==> src/rtl/bypass_pkg.sv <==
// Shared types and defaults for the EX operand bypass network.
package bypass_pkg;

    localparam int DEF_XLEN = 32;
    localparam int DEF_AREG = 5;

    typedef enum logic [0:0] {
        IDLE = 1'b0,
        HOLD = 1'b1
    } hold_state_e;

    // One retired regfile write remembered for forwarding.
    typedef struct packed {
        logic                valid;
        logic [DEF_AREG-1:0] addr;
        logic [DEF_XLEN-1:0] data;
    } hist_entry_t;

endpackage

==> src/rtl/bypass_if.sv <==
// Pipeline-side bundle of the bypass network: operand ports, producers, retire, stall/flush.
interface bypass_if #(
    parameter int XLEN    = bypass_pkg::DEF_XLEN,
    parameter int AREG    = bypass_pkg::DEF_AREG,
    parameter int NUM_RS  = 2,
    parameter int NUM_SRC = 2
);
    logic [NUM_RS-1:0][AREG-1:0]  rs_addr;
    logic [NUM_RS-1:0][XLEN-1:0]  rs_data_rf;
    logic [NUM_SRC-1:0]           src_valid;
    logic [NUM_SRC-1:0][AREG-1:0] src_rd_addr;
    logic [NUM_SRC-1:0][XLEN-1:0] src_rd_data;
    logic [NUM_SRC-1:0]           src_ready;
    logic                         retire_valid;
    logic [AREG-1:0]              retire_addr;
    logic [XLEN-1:0]              retire_data;
    logic                         stall_ex;
    logic                         flush;
    logic [NUM_RS-1:0][XLEN-1:0]  rs_data_ex;
    logic                         hazard_stall;
    logic [NUM_RS-1:0]            hold_active;

    modport master (
        output rs_addr, rs_data_rf, src_valid, src_rd_addr, src_rd_data, src_ready,
               retire_valid, retire_addr, retire_data, stall_ex, flush,
        input  rs_data_ex, hazard_stall, hold_active
    );

    modport slave (
        input  rs_addr, rs_data_rf, src_valid, src_rd_addr, src_rd_data, src_ready,
               retire_valid, retire_addr, retire_data, stall_ex, flush,
        output rs_data_ex, hazard_stall, hold_active
    );

endinterface

==> src/rtl/bypass_port.sv <==
// One operand port: priority resolution mux plus the hold FSM that keeps
// forwarded producer data alive while EX is stalled.
//
//   state | meaning
//   ------+---------------------------------------------------------------
//   IDLE  | operand resolved live from src / history / capture / regfile
//   HOLD  | forwarded value latched during a stall; served until EX moves
module bypass_port
    import bypass_pkg::*;
#(
    parameter int XLEN       = DEF_XLEN,
    parameter int AREG       = DEF_AREG,
    parameter int NUM_SRC    = 2,
    parameter int HIST_DEPTH = 1
) (
    input  logic                         clk,
    input  logic                         rst,
    input  logic [AREG-1:0]              addr,
    input  logic [XLEN-1:0]              rf_data,
    input  logic [NUM_SRC-1:0]           src_valid,
    input  logic [NUM_SRC-1:0][AREG-1:0] src_rd_addr,
    input  logic [NUM_SRC-1:0][XLEN-1:0] src_rd_data,
    input  logic [NUM_SRC-1:0]           src_ready,
    input  hist_entry_t                  hist [HIST_DEPTH],
    input  logic                         cap_valid,
    input  logic [XLEN-1:0]              cap_data,
    input  logic                         stall_ex,
    input  logic                         flush,
    output logic [XLEN-1:0]              data,
    output logic                         pending,
    output logic                         hold_active
);

    localparam logic [0:0] ST_IDLE = IDLE;
    localparam logic [0:0] ST_HOLD = HOLD;

    logic [0:0]      state;
    logic [XLEN-1:0] hold_data;

    logic            src_hit;
    logic            src_rdy;
    logic [XLEN-1:0] src_val;
    logic            hist_hit;
    logic [XLEN-1:0] hist_val;
    logic            aux_ok;
    logic            in_hold;
    logic            fwd_ready;

    // Youngest (lowest index) matching producer alone decides the port.
    always_comb begin
        src_hit = 1'b0;
        src_rdy = 1'b0;
        src_val = '0;
        for (int i = 0; i < NUM_SRC; i++) begin
            if (!src_hit && src_valid[i] && (src_rd_addr[i] == addr)) begin
                src_hit = 1'b1;
                src_rdy = src_ready[i];
                src_val = src_rd_data[i];
            end
        end
    end

    always_comb begin
        hist_hit = 1'b0;
        hist_val = '0;
        for (int k = 0; k < HIST_DEPTH; k++) begin
            if (!hist_hit && hist[k].valid && (hist[k].addr == addr)) begin
                hist_hit = 1'b1;
                hist_val = hist[k].data;
            end
        end
    end

    // Held, historic and captured values are void in a flush or reset cycle.
    assign aux_ok    = !rst && !flush;
    assign in_hold   = (state == ST_HOLD) && aux_ok;
    assign fwd_ready = !rst && (addr != '0) && !in_hold && src_hit && src_rdy;

    always_comb begin
        data    = rf_data;
        pending = 1'b0;
        if (addr == '0) begin
            data = '0;
        end else if (rst) begin
            data = rf_data;
        end else if (in_hold) begin
            data = hold_data;
        end else if (src_hit) begin
            if (src_rdy) begin
                data = src_val;
            end else begin
                pending = 1'b1;
            end
        end else if (hist_hit && aux_ok) begin
            data = hist_val;
        end else if (cap_valid && aux_ok) begin
            data = cap_data;
        end
    end

    always_ff @(posedge clk) begin
        if (rst) begin
            state     <= ST_IDLE;
            hold_data <= '0;
        end else if (flush) begin
            state <= ST_IDLE;
        end else begin
            case (state)
                ST_IDLE: begin
                    if (fwd_ready && stall_ex) begin
                        state     <= ST_HOLD;
                        hold_data <= src_val;
                    end
                end
                ST_HOLD: begin
                    if (!stall_ex) begin
                        state <= ST_IDLE;
                    end
                end
                default: state <= ST_IDLE;
            endcase
        end
    end

    assign hold_active = (state == ST_HOLD);

endmodule

==> src/rtl/bypass_net.sv <==
// Operand bypass and load-use hazard unit beside EX: shared retire history and
// stall capture, plus one resolution port per source operand.
module bypass_net
    import bypass_pkg::*;
#(
    parameter int XLEN       = DEF_XLEN,
    parameter int AREG       = DEF_AREG,
    parameter int NUM_RS     = 2,
    parameter int NUM_SRC    = 2,
    parameter int HIST_DEPTH = 1
) (
    input  logic     clk,
    input  logic     rst,
    bypass_if.slave  bus
);

    hist_entry_t                 hist [HIST_DEPTH];
    logic                        cap_valid;
    logic [NUM_RS-1:0][XLEN-1:0] cap_data;
    logic [NUM_RS-1:0][XLEN-1:0] port_data;
    logic [NUM_RS-1:0]           port_pending;
    logic [NUM_RS-1:0]           port_hold;

    // Regfile readout is frozen on the first stalled cycle so a later
    // regfile change cannot alter operands of the instruction held in EX.
    always_ff @(posedge clk) begin
        if (rst || bus.flush) begin
            cap_valid <= 1'b0;
        end else if (!bus.stall_ex) begin
            cap_valid <= 1'b0;
        end else if (!cap_valid) begin
            cap_valid <= 1'b1;
            cap_data  <= bus.rs_data_rf;
        end
    end

    always_ff @(posedge clk) begin
        if (rst || bus.flush) begin
            for (int k = 0; k < HIST_DEPTH; k++) begin
                hist[k].valid <= 1'b0;
            end
        end else if (bus.retire_valid) begin
            hist[0] <= '{valid: (bus.retire_addr != '0),
                         addr:  bus.retire_addr,
                         data:  bus.retire_data};
            for (int k = 1; k < HIST_DEPTH; k++) begin
                hist[k] <= hist[k-1];
            end
        end
    end

    for (genvar p = 0; p < NUM_RS; p++) begin : g_port
        bypass_port #(
            .XLEN       (XLEN),
            .AREG       (AREG),
            .NUM_SRC    (NUM_SRC),
            .HIST_DEPTH (HIST_DEPTH)
        ) u_port (
            .clk         (clk),
            .rst         (rst),
            .addr        (bus.rs_addr[p]),
            .rf_data     (bus.rs_data_rf[p]),
            .src_valid   (bus.src_valid),
            .src_rd_addr (bus.src_rd_addr),
            .src_rd_data (bus.src_rd_data),
            .src_ready   (bus.src_ready),
            .hist        (hist),
            .cap_valid   (cap_valid),
            .cap_data    (cap_data[p]),
            .stall_ex    (bus.stall_ex),
            .flush       (bus.flush),
            .data        (port_data[p]),
            .pending     (port_pending[p]),
            .hold_active (port_hold[p])
        );
    end

    assign bus.rs_data_ex   = port_data;
    assign bus.hold_active  = port_hold;
    assign bus.hazard_stall = |port_pending;

endmodule

==> src/flat_wrapper.sv <==
// flat-port wrapper written by rule: the top's interface ports become plain ports
module bypass_net_flat import bypass_pkg::*;
#(
    parameter int XLEN       = DEF_XLEN,
    parameter int AREG       = DEF_AREG,
    parameter int NUM_RS     = 2,
    parameter int NUM_SRC    = 2,
    parameter int HIST_DEPTH = 1
)
  (clk, rst, bus_rs_addr, bus_rs_data_rf, bus_src_valid, bus_src_rd_addr, bus_src_rd_data, bus_src_ready, bus_retire_valid, bus_retire_addr, bus_retire_data, bus_stall_ex, bus_flush, bus_rs_data_ex, bus_hazard_stall, bus_hold_active);
  bypass_if #(.XLEN(XLEN), .AREG(AREG), .NUM_RS(NUM_RS), .NUM_SRC(NUM_SRC)) bus_i ();
  input  logic clk;
  input  logic rst;
  input wire logic [$bits(bus_i.rs_addr)-1:0] bus_rs_addr;
  input wire logic [$bits(bus_i.rs_data_rf)-1:0] bus_rs_data_rf;
  input wire logic [$bits(bus_i.src_valid)-1:0] bus_src_valid;
  input wire logic [$bits(bus_i.src_rd_addr)-1:0] bus_src_rd_addr;
  input wire logic [$bits(bus_i.src_rd_data)-1:0] bus_src_rd_data;
  input wire logic [$bits(bus_i.src_ready)-1:0] bus_src_ready;
  input wire logic [$bits(bus_i.retire_valid)-1:0] bus_retire_valid;
  input wire logic [$bits(bus_i.retire_addr)-1:0] bus_retire_addr;
  input wire logic [$bits(bus_i.retire_data)-1:0] bus_retire_data;
  input wire logic [$bits(bus_i.stall_ex)-1:0] bus_stall_ex;
  input wire logic [$bits(bus_i.flush)-1:0] bus_flush;
  output wire logic [$bits(bus_i.rs_data_ex)-1:0] bus_rs_data_ex;
  output wire logic [$bits(bus_i.hazard_stall)-1:0] bus_hazard_stall;
  output wire logic [$bits(bus_i.hold_active)-1:0] bus_hold_active;
  assign bus_i.rs_addr = bus_rs_addr;
  assign bus_i.rs_data_rf = bus_rs_data_rf;
  assign bus_i.src_valid = bus_src_valid;
  assign bus_i.src_rd_addr = bus_src_rd_addr;
  assign bus_i.src_rd_data = bus_src_rd_data;
  assign bus_i.src_ready = bus_src_ready;
  assign bus_i.retire_valid = bus_retire_valid;
  assign bus_i.retire_addr = bus_retire_addr;
  assign bus_i.retire_data = bus_retire_data;
  assign bus_i.stall_ex = bus_stall_ex;
  assign bus_i.flush = bus_flush;
  assign bus_rs_data_ex = bus_i.rs_data_ex;
  assign bus_hazard_stall = bus_i.hazard_stall;
  assign bus_hold_active = bus_i.hold_active;
  bypass_net #(.XLEN(XLEN), .AREG(AREG), .NUM_RS(NUM_RS), .NUM_SRC(NUM_SRC), .HIST_DEPTH(HIST_DEPTH)) u_core (.clk(clk), .rst(rst), .bus(bus_i));
endmodule
==> config.mk <==
export PLATFORM = sky130hd
export DESIGN_NAME = bypass_net_flat
export DESIGN_NICKNAME = d
export VERILOG_FILES = /design/src/rtl/bypass_pkg.sv /design/src/rtl/bypass_if.sv /design/src/rtl/bypass_port.sv /design/src/rtl/bypass_net.sv /design/src/flat_wrapper.sv
export SDC_FILE = /design/constraint.sdc
export NUM_CORES = 1
export LEC_CHECK = 0
export CAP_MARGIN = 20
export CORE_ASPECT_RATIO = 0.8
export CORE_UTILIZATION = 30
export DETAILED_ROUTE_END_ITERATION = 10
export GPL_TIMING_DRIVEN = 1
export PLACE_DENSITY = 0.54
export REMOVE_ABC_BUFFERS = 1
export SYNTH_ARGS = -nofsm -noshare
export SYNTH_HDL_FRONTEND = slang
export SYNTH_SLANG_ARGS = --single-unit
==> constraint.sdc <==
create_clock -name clk -period 7.8 [get_ports clk]
set_clock_uncertainty 0.05 [all_clocks]
set_input_delay 0.78 -clock clk [delete_from_list [all_inputs] [get_ports clk]]
set_output_delay 0.78 -clock clk [all_outputs]
set_load 0.05 [all_outputs]
==> results.toml, run 1 <==
[status]
run_status = "complete, no violations"

[sta]
timing.final.crit_period_ps = 5980
grt_setup_unrepaired = "no"
timing.setup.tns_ps = 0
timing.final.ws_setup_ps = 1820
finalHoldViolations = 0
final-setup-viol-count = 0
timing.final.crit_share = 0.767
max_freq_mhz = 167
worst-slew-pin-transition_ps = 1140
max_slew_margin = 0.222
slew_violations = 0

[detailed_routing]
final_routed_wire_length_divided_by_cell_count_um = 24.9
routed-via-count = 10900
drt-pass1-iter-count = 6
detail_route.wirelength_um = 45000
via_per_inst = 6.01
detail-route-antenna-nets = 0
drt-initial-drc-count = 1040
post-route-drc-count = 0

[cells_and_area]
layout-drive-gt1-share = 0.0562
n_fill_cell = 3332
nNetsFinal = 1550
area_growth_pct = 34.6
ff_latch_area_mm2 = 0.00439
post_layout_nonfiller_instances = 1806
multiInputGateArea_mm2 = 0.00556

[yosys]
syn-instance-count = 1162
syn_area_mm2 = 0.0103
postSynthRegisterBits = 169
synthDominantAreaCellType = "sky130_fd_sc_hd__edfxtp_1"
leading_post_synthesis_cells_by_cell_area = "sky130_fd_sc_hd__edfxtp_1 (29%), sky130_fd_sc_hd__dfxtp_1 (13%), sky130_fd_sc_hd__mux2i_1 (6.3%), sky130_fd_sc_hd__o21ai_0 (5.5%), sky130_fd_sc_hd__nor2_1 (5.1%)"
ys_types = 46
most_numerous_cell_types_in_the_synthesized_netlist = "sky130_fd_sc_hd__nor2_1 (142), sky130_fd_sc_hd__o21ai_0 (113), sky130_fd_sc_hd__edfxtp_1 (101)"
yosysTopAreaCellShare = 0.293
synth_top_flop_cell = "sky130_fd_sc_hd__edfxtp_1"
synth-async-reset-ratio = 0
synth_warnings = 0
syn_area_per_cell_um2 = 8.91
synth_enable_flop_cells = 101
synth_seq_area_share = 0.425
dominant_cell_by_count_in_the_synthesized_netlist = "sky130_fd_sc_hd__nor2_1"

[grt]
global_route.overflow_total = 0
grt_antenna_before_repair = 3
grt_most_used_layer = "met2"
grt_start_max_net_pins = 65
use_met2 = 0.392
first_pass_grt_wire_length_um = 66500
track_usage = 0.254
use_met1 = 0.355
first_global_vias = 10400
grtUsageMet3 = 0.0502

[worst_setup_path]
worst_setup_path_start_kind = "input port"
worstPathMaxFanout = 19
cp-end-kind = "output port"
slowest_delay_ps = 940
timing.critical_path.cells = "clkdlybuf4s50_1 -> xor2_1 -> or3_1 -> nand3_1 -> a211oi_1 -> a211oi_1 -> a21oi_1 -> clkdlybuf4s50_1"
critPathSlowestCell = "sky130_fd_sc_hd__nand3_1"
cp.required_ps = 6970
cp.arrival_ps = 5150
critical_path_class = "in2out"

[clock_network]
cts.repair.resized = 0
tritoncts = "yes"
cts.sink_count = 169
clkSlewWorstSetupHoldPaths_ps = 70
cts_buffer_depth = 2
worst_skew_pair.late_latency_ps = 450
root_buffer_cell = "sky130_fd_sc_hd__clkbuf_16"
cts.hold.buffers_added = 0
h_tree_levels = 4
total_setup_buffers_inserted_after_cts = 0
cts_made_buffers = 17

[power_and_ir_drop]
peakVddDrop_uv = 108
total_leakage_power_nw = 4.27
power_density_mw_per_mm2 = 171

[floorplanning]
std_cell_rows = 60
design.portCount = 261
die-height_um = 168
core_area_mm2 = 0.0338
dieArea_mm2 = 0.0353
die_x_um = 210
initial_utilization = 0.306

[place]
placedCellCount = 1768
hpwlAfterDp_um = 28600
gpl.final_weighted_congestion = 0.854
portBuffers = 260
pre_cts_slack_ps = 1790

[min_path]
hold_path_class = "reg2reg"

[job]
maxCapViolations = 0
metrics by stage:
| step | hold slack [ps] | util | cell area [µm²] | power, mW |
|---|---|---|---|---|
| 6_report | 449 | 0.412 | 13900 | 2.38 |
| 5_1_grt | 465 | 0.412 | 13900 | 2.46 |
| 4_1_cts | 450 | 0.411 | 13900 | 2.40 |
| 3_5_place_dp | 440 | 0.394 | 13300 | 1.53 |
| 3_3_place_gp | 435 | 0.394 | 13300 | 1.53 |
| 2_1_floorplan | 423 | - | 9910 | 1.25 |
area by class of cell:
| class | count | area share |
|---|---|---|
| Multi-Input combinational cell | 874 | 0.399 |
| Timing Repair Buffer | 287 | 0.203 |
| Clock inverter | 12 | 0.00898 |
| Tap cell | 434 | 0.0390 |
| Inverter | 7 | 0.00189 |
| Sequential cell | 169 | 0.315 |
| Antenna cell | 3 | 0.000539 |
| Clock buffer | 20 | 0.0321 |
layer usage:
metal / part of all wire / up-vias
met2: 0.45 / 627
li1: - / 4951
met5: 0 / -
met4: 0.020 / 0
met3: 0.086 / 61
met1: 0.45 / 5222
flip-flops by register name, summed over array words and instances, names as in the netlist:
register                          flops
u_core.g_port.u_port.hold_data       64
u_core.cap_valid                      1
u_core.cap_data                      64
u_core.g_port.u_port.hold_active      2
u_core.hist                          38
where the power goes:
part	total (mW)	internal, mW	switching [mW]
clock	0.870	0.478	0.392
combinational	0.536	0.212	0.324
sequential	0.978	0.968	0.00995
worst max-delay path, delay by kind of cell:
| family | cells | cell delay [ps] |
|---|---|---|
| XOR/XNOR | 1 | 310 |
| AND/OR/NAND/NOR | 2 | 1760 |
| AO/OA/AOI/OAI | 3 | 840 |
| buffers and inverters | 2 | 1470 |
cells by family (layout without fill, tap and decap cells):
family | Yosys count | count (layout) | share of synthesized area
AO/OA/AOI/OAI | 490 | 490 | 0.320
XOR/XNOR | 30 | 30 | 0.0254
buffers and inverters | 119 | 326 | 0.0447
flip-flops | 169 | 169 | 0.425
multiplexers | 66 | 66 | 0.0640
other | 0 | 3 | 0
AND/OR/NAND/NOR | 288 | 288 | 0.121
path summary, 6_finish.rpt:
kind	startpoint	to	slack, ps	cells past startpoint
hold / removal	u_core.g_port[0].u_port.hold_data[23]$_SDFFE_PP0P_	u_core.g_port[0].u_port.hold_data[23]$_SDFFE_PP0P_	450	2
setup reg to reg	u_core.g_port[0].u_port.hold_active$_SDFF_PP0_	u_core.g_port[0].u_port.hold_data[6]$_SDFFE_PP0P_	4980	5
hold reg to reg	u_core.g_port[0].u_port.hold_data[23]$_SDFFE_PP0P_	u_core.g_port[0].u_port.hold_data[23]$_SDFFE_PP0P_	450	2
setup / recovery	bus_rs_addr[2]	bus_rs_data_ex[7]	1820	8
placed cells by master, fill, tap and decap left out, drive strengths merged, types with 42 or more instances in the layout:
master and instances:
o21ai 130, nand2 66, edfxtp 101, a211oi 55
clkdlybuf4s50 259, dfxtp 68, mux2i 65, a21oi 74
o221ai 43, nor2 142, nor3 42
Power figures use the tool's default switching activity.
==> inputs of run 2 (changes only) <==
- PLACE_DENSITY: 0.54 -> 0.56
- clock period: 7.8 -> 5.2 ns (I/O delays scaled with it)
==> run 2 against run 1 <==
Non-clock buffer count is 9 higher; routed wire length up 1.1%; via count grew 1.6%; highest routed layer is now met5; sequential power is 50% higher; largest power group unchanged.
==> results.toml, run 2 (synthesized netlist as in run 1, its figures left out) <==
[status]
run_status = "complete, no violations"

[sta]
max_slew_margin = 0.292
timing.final.crit_period_ps = 4300
timing.final.ws_setup_ps = 902
final-setup-viol-count = 0
grt_setup_unrepaired = "no"
timing.final.crit_share = 0.827
slew_violations = 0
worst-slew-pin-transition_ps = 1060
finalHoldViolations = 0
max_freq_mhz = 233
hold_ws_ps = 447

[detailed_routing]
detail-route-antenna-nets = 0
via_per_inst = 6.08
post-route-drc-count = 0
final_routed_wire_length_divided_by_cell_count_um = 25.1
drt-initial-drc-count = 1160
detail_route.wirelength_um = 45500
routed-via-count = 11000
drt-pass1-iter-count = 5

[floorplanning]
dieArea_mm2 = 0.0353
die-height_um = 168
initial_utilization = 0.306
design.portCount = 261
die_x_um = 210
std_cell_rows = 60
core_area_mm2 = 0.0338

[worst_setup_path]
worstPathMaxFanout = 33
critPathSlowestCell = "sky130_fd_sc_hd__mux2_2"
startpoint = "bus_rs_addr[4]"
timing.critical_path.cells = "clkdlybuf4s50_1 -> xnor2_1 -> nand4_1 -> or3_1 -> mux2_2 -> o21ai_0 -> a31oi_1 -> buf_12"
cp.arrival_ps = 3730
worst_setup_path_start_kind = "input port"
worstReg2RegStart = "u_core.g_port[0].u_port.hold_active$_SDFF_PP0_"
critPathTopFamily = "multiplexers"
slowest_delay_ps = 910
cp-end-kind = "output port"
crit_buf_inv = 2
cp.required_ps = 4630
critical_path_class = "in2out"

[clock_network]
worst_skew_pair.late_latency_ps = 450
clkSlewWorstSetupHoldPaths_ps = 60
cts.hold.buffers_added = 0
root_buffer_cell = "sky130_fd_sc_hd__clkbuf_16"
cts.sink_count = 169
h_tree_levels = 4
tritoncts = "yes"
total_setup_buffers_inserted_after_cts = 0
cts_buffer_depth = 2
cts_made_buffers = 17
cts.repair.resized = 0

[min_path]
hold_path_class = "reg2reg"
worstHoldStart = "u_core.g_port[0].u_port.hold_data[23]$_SDFFE_PP0P_"

[cells_and_area]
post_layout_nonfiller_instances = 1814
n_fill_cell = 3308
mostFrequentLayoutCells = "sky130_fd_sc_hd__clkdlybuf4s50_1 (194), sky130_fd_sc_hd__nor2_1 (136), sky130_fd_sc_hd__o21ai_0 (113)"
area_growth_pct = 38.9
finalCoreUtilization = 0.426
layout-drive-gt1-share = 0.111
nNetsFinal = 1559
mostFrequentLayoutCell = "sky130_fd_sc_hd__clkdlybuf4s50_1"
top_regs = "u_core.cap_data: 64 flops, u_core.g_port.u_port.hold_data: 64 flops, u_core.hist: 38 flops"

[power_and_ir_drop]
power_density_mw_per_mm2 = 251
power_mw = 3.61
total_leakage_power_nw = 4.57
peakVddDrop_uv = 167

[place]
pre_cts_slack_ps = 963
portBuffers = 260
placedCellCount = 1780
hpwlAfterDp_um = 29500
gpl.final_weighted_congestion = 0.879

[grt]
track_usage = 0.256
grt_antenna_before_repair = 7
first_global_vias = 10700
grt_start_max_net_pins = 53
global_route.overflow_total = 0
first_pass_grt_wire_length_um = 67500

[job]
maxCapViolations = 0
==> run 2: cell count changes in the layout (fill, tap and decap cells not counted), sizes merged <==
cell	before	now
clkdlybuf4s50	259	194
clkinv	5	11
inv	8	6
buf	28	102
clkinvlp	4	1
diode	3	2
bufinv	2	1
==> run 2: tightest hold or removal path: stages (launching register included) <==
cell and delay [ps]:
sky130_fd_sc_hd__dfxtp_1 310, sky130_fd_sc_hd__nor2_1 90, sky130_fd_sc_hd__nor3_1 50
==> run 2: layout make-up <==
cell class | count | area, µm² | area share
Multi-Input combinational cell | 874 | 5560 | 0.387
Tap cell | 434 | 543 | 0.0378
Inverter | 7 | 26.3 | 0.00183
Timing Repair Buffer | 296 | 3300 | 0.229
Antenna cell | 2 | 5.00 | 0.000348
Clock buffer | 20 | 447 | 0.0311
Clock inverter | 12 | 103 | 0.00714
Sequential cell | 169 | 4390 | 0.306
==> run 2: per-layer routing <==
metal,up-vias,global-route usage,routed length (µm)
li1,4980,-,-
met1,5368,0.353,20100
met2,609,0.398,20500
met3,65,0.0567,4100
met4,10,0.0774,679
met5,-,0,68
==> run 2: final timing paths <==
path | slack, ps | to | cells past startpoint
hold reg to reg | 450 | u_core.g_port[0].u_port.hold_data[23]$_SDFFE_PP0P_ | 2
setup reg to reg | 3190 | u_core.g_port[0].u_port.hold_data[0]$_SDFFE_PP0P_ | 7
hold / removal | 450 | u_core.g_port[0].u_port.hold_data[23]$_SDFFE_PP0P_ | 2
setup / recovery | 900 | bus_rs_data_ex[6] | 8
==> run 2: per-stage QoR <==
step / area, µm² / TNS, ps
2_1_floorplan: 9910 / -941
3_3_place_gp: 13800 / 0
3_5_place_dp: 13800 / 0
4_1_cts: 14400 / 0
5_1_grt: 14400 / 0
6_report: 14400 / 0
==> run 2: power breakdown <==
| group | total [mW] | internal, mW | switching [mW] |
|---|---|---|---|
| clock | 1.25 | 0.669 | 0.583 |
| combinational | 0.889 | 0.383 | 0.506 |
| sequential | 1.47 | 1.45 | 0.0161 |
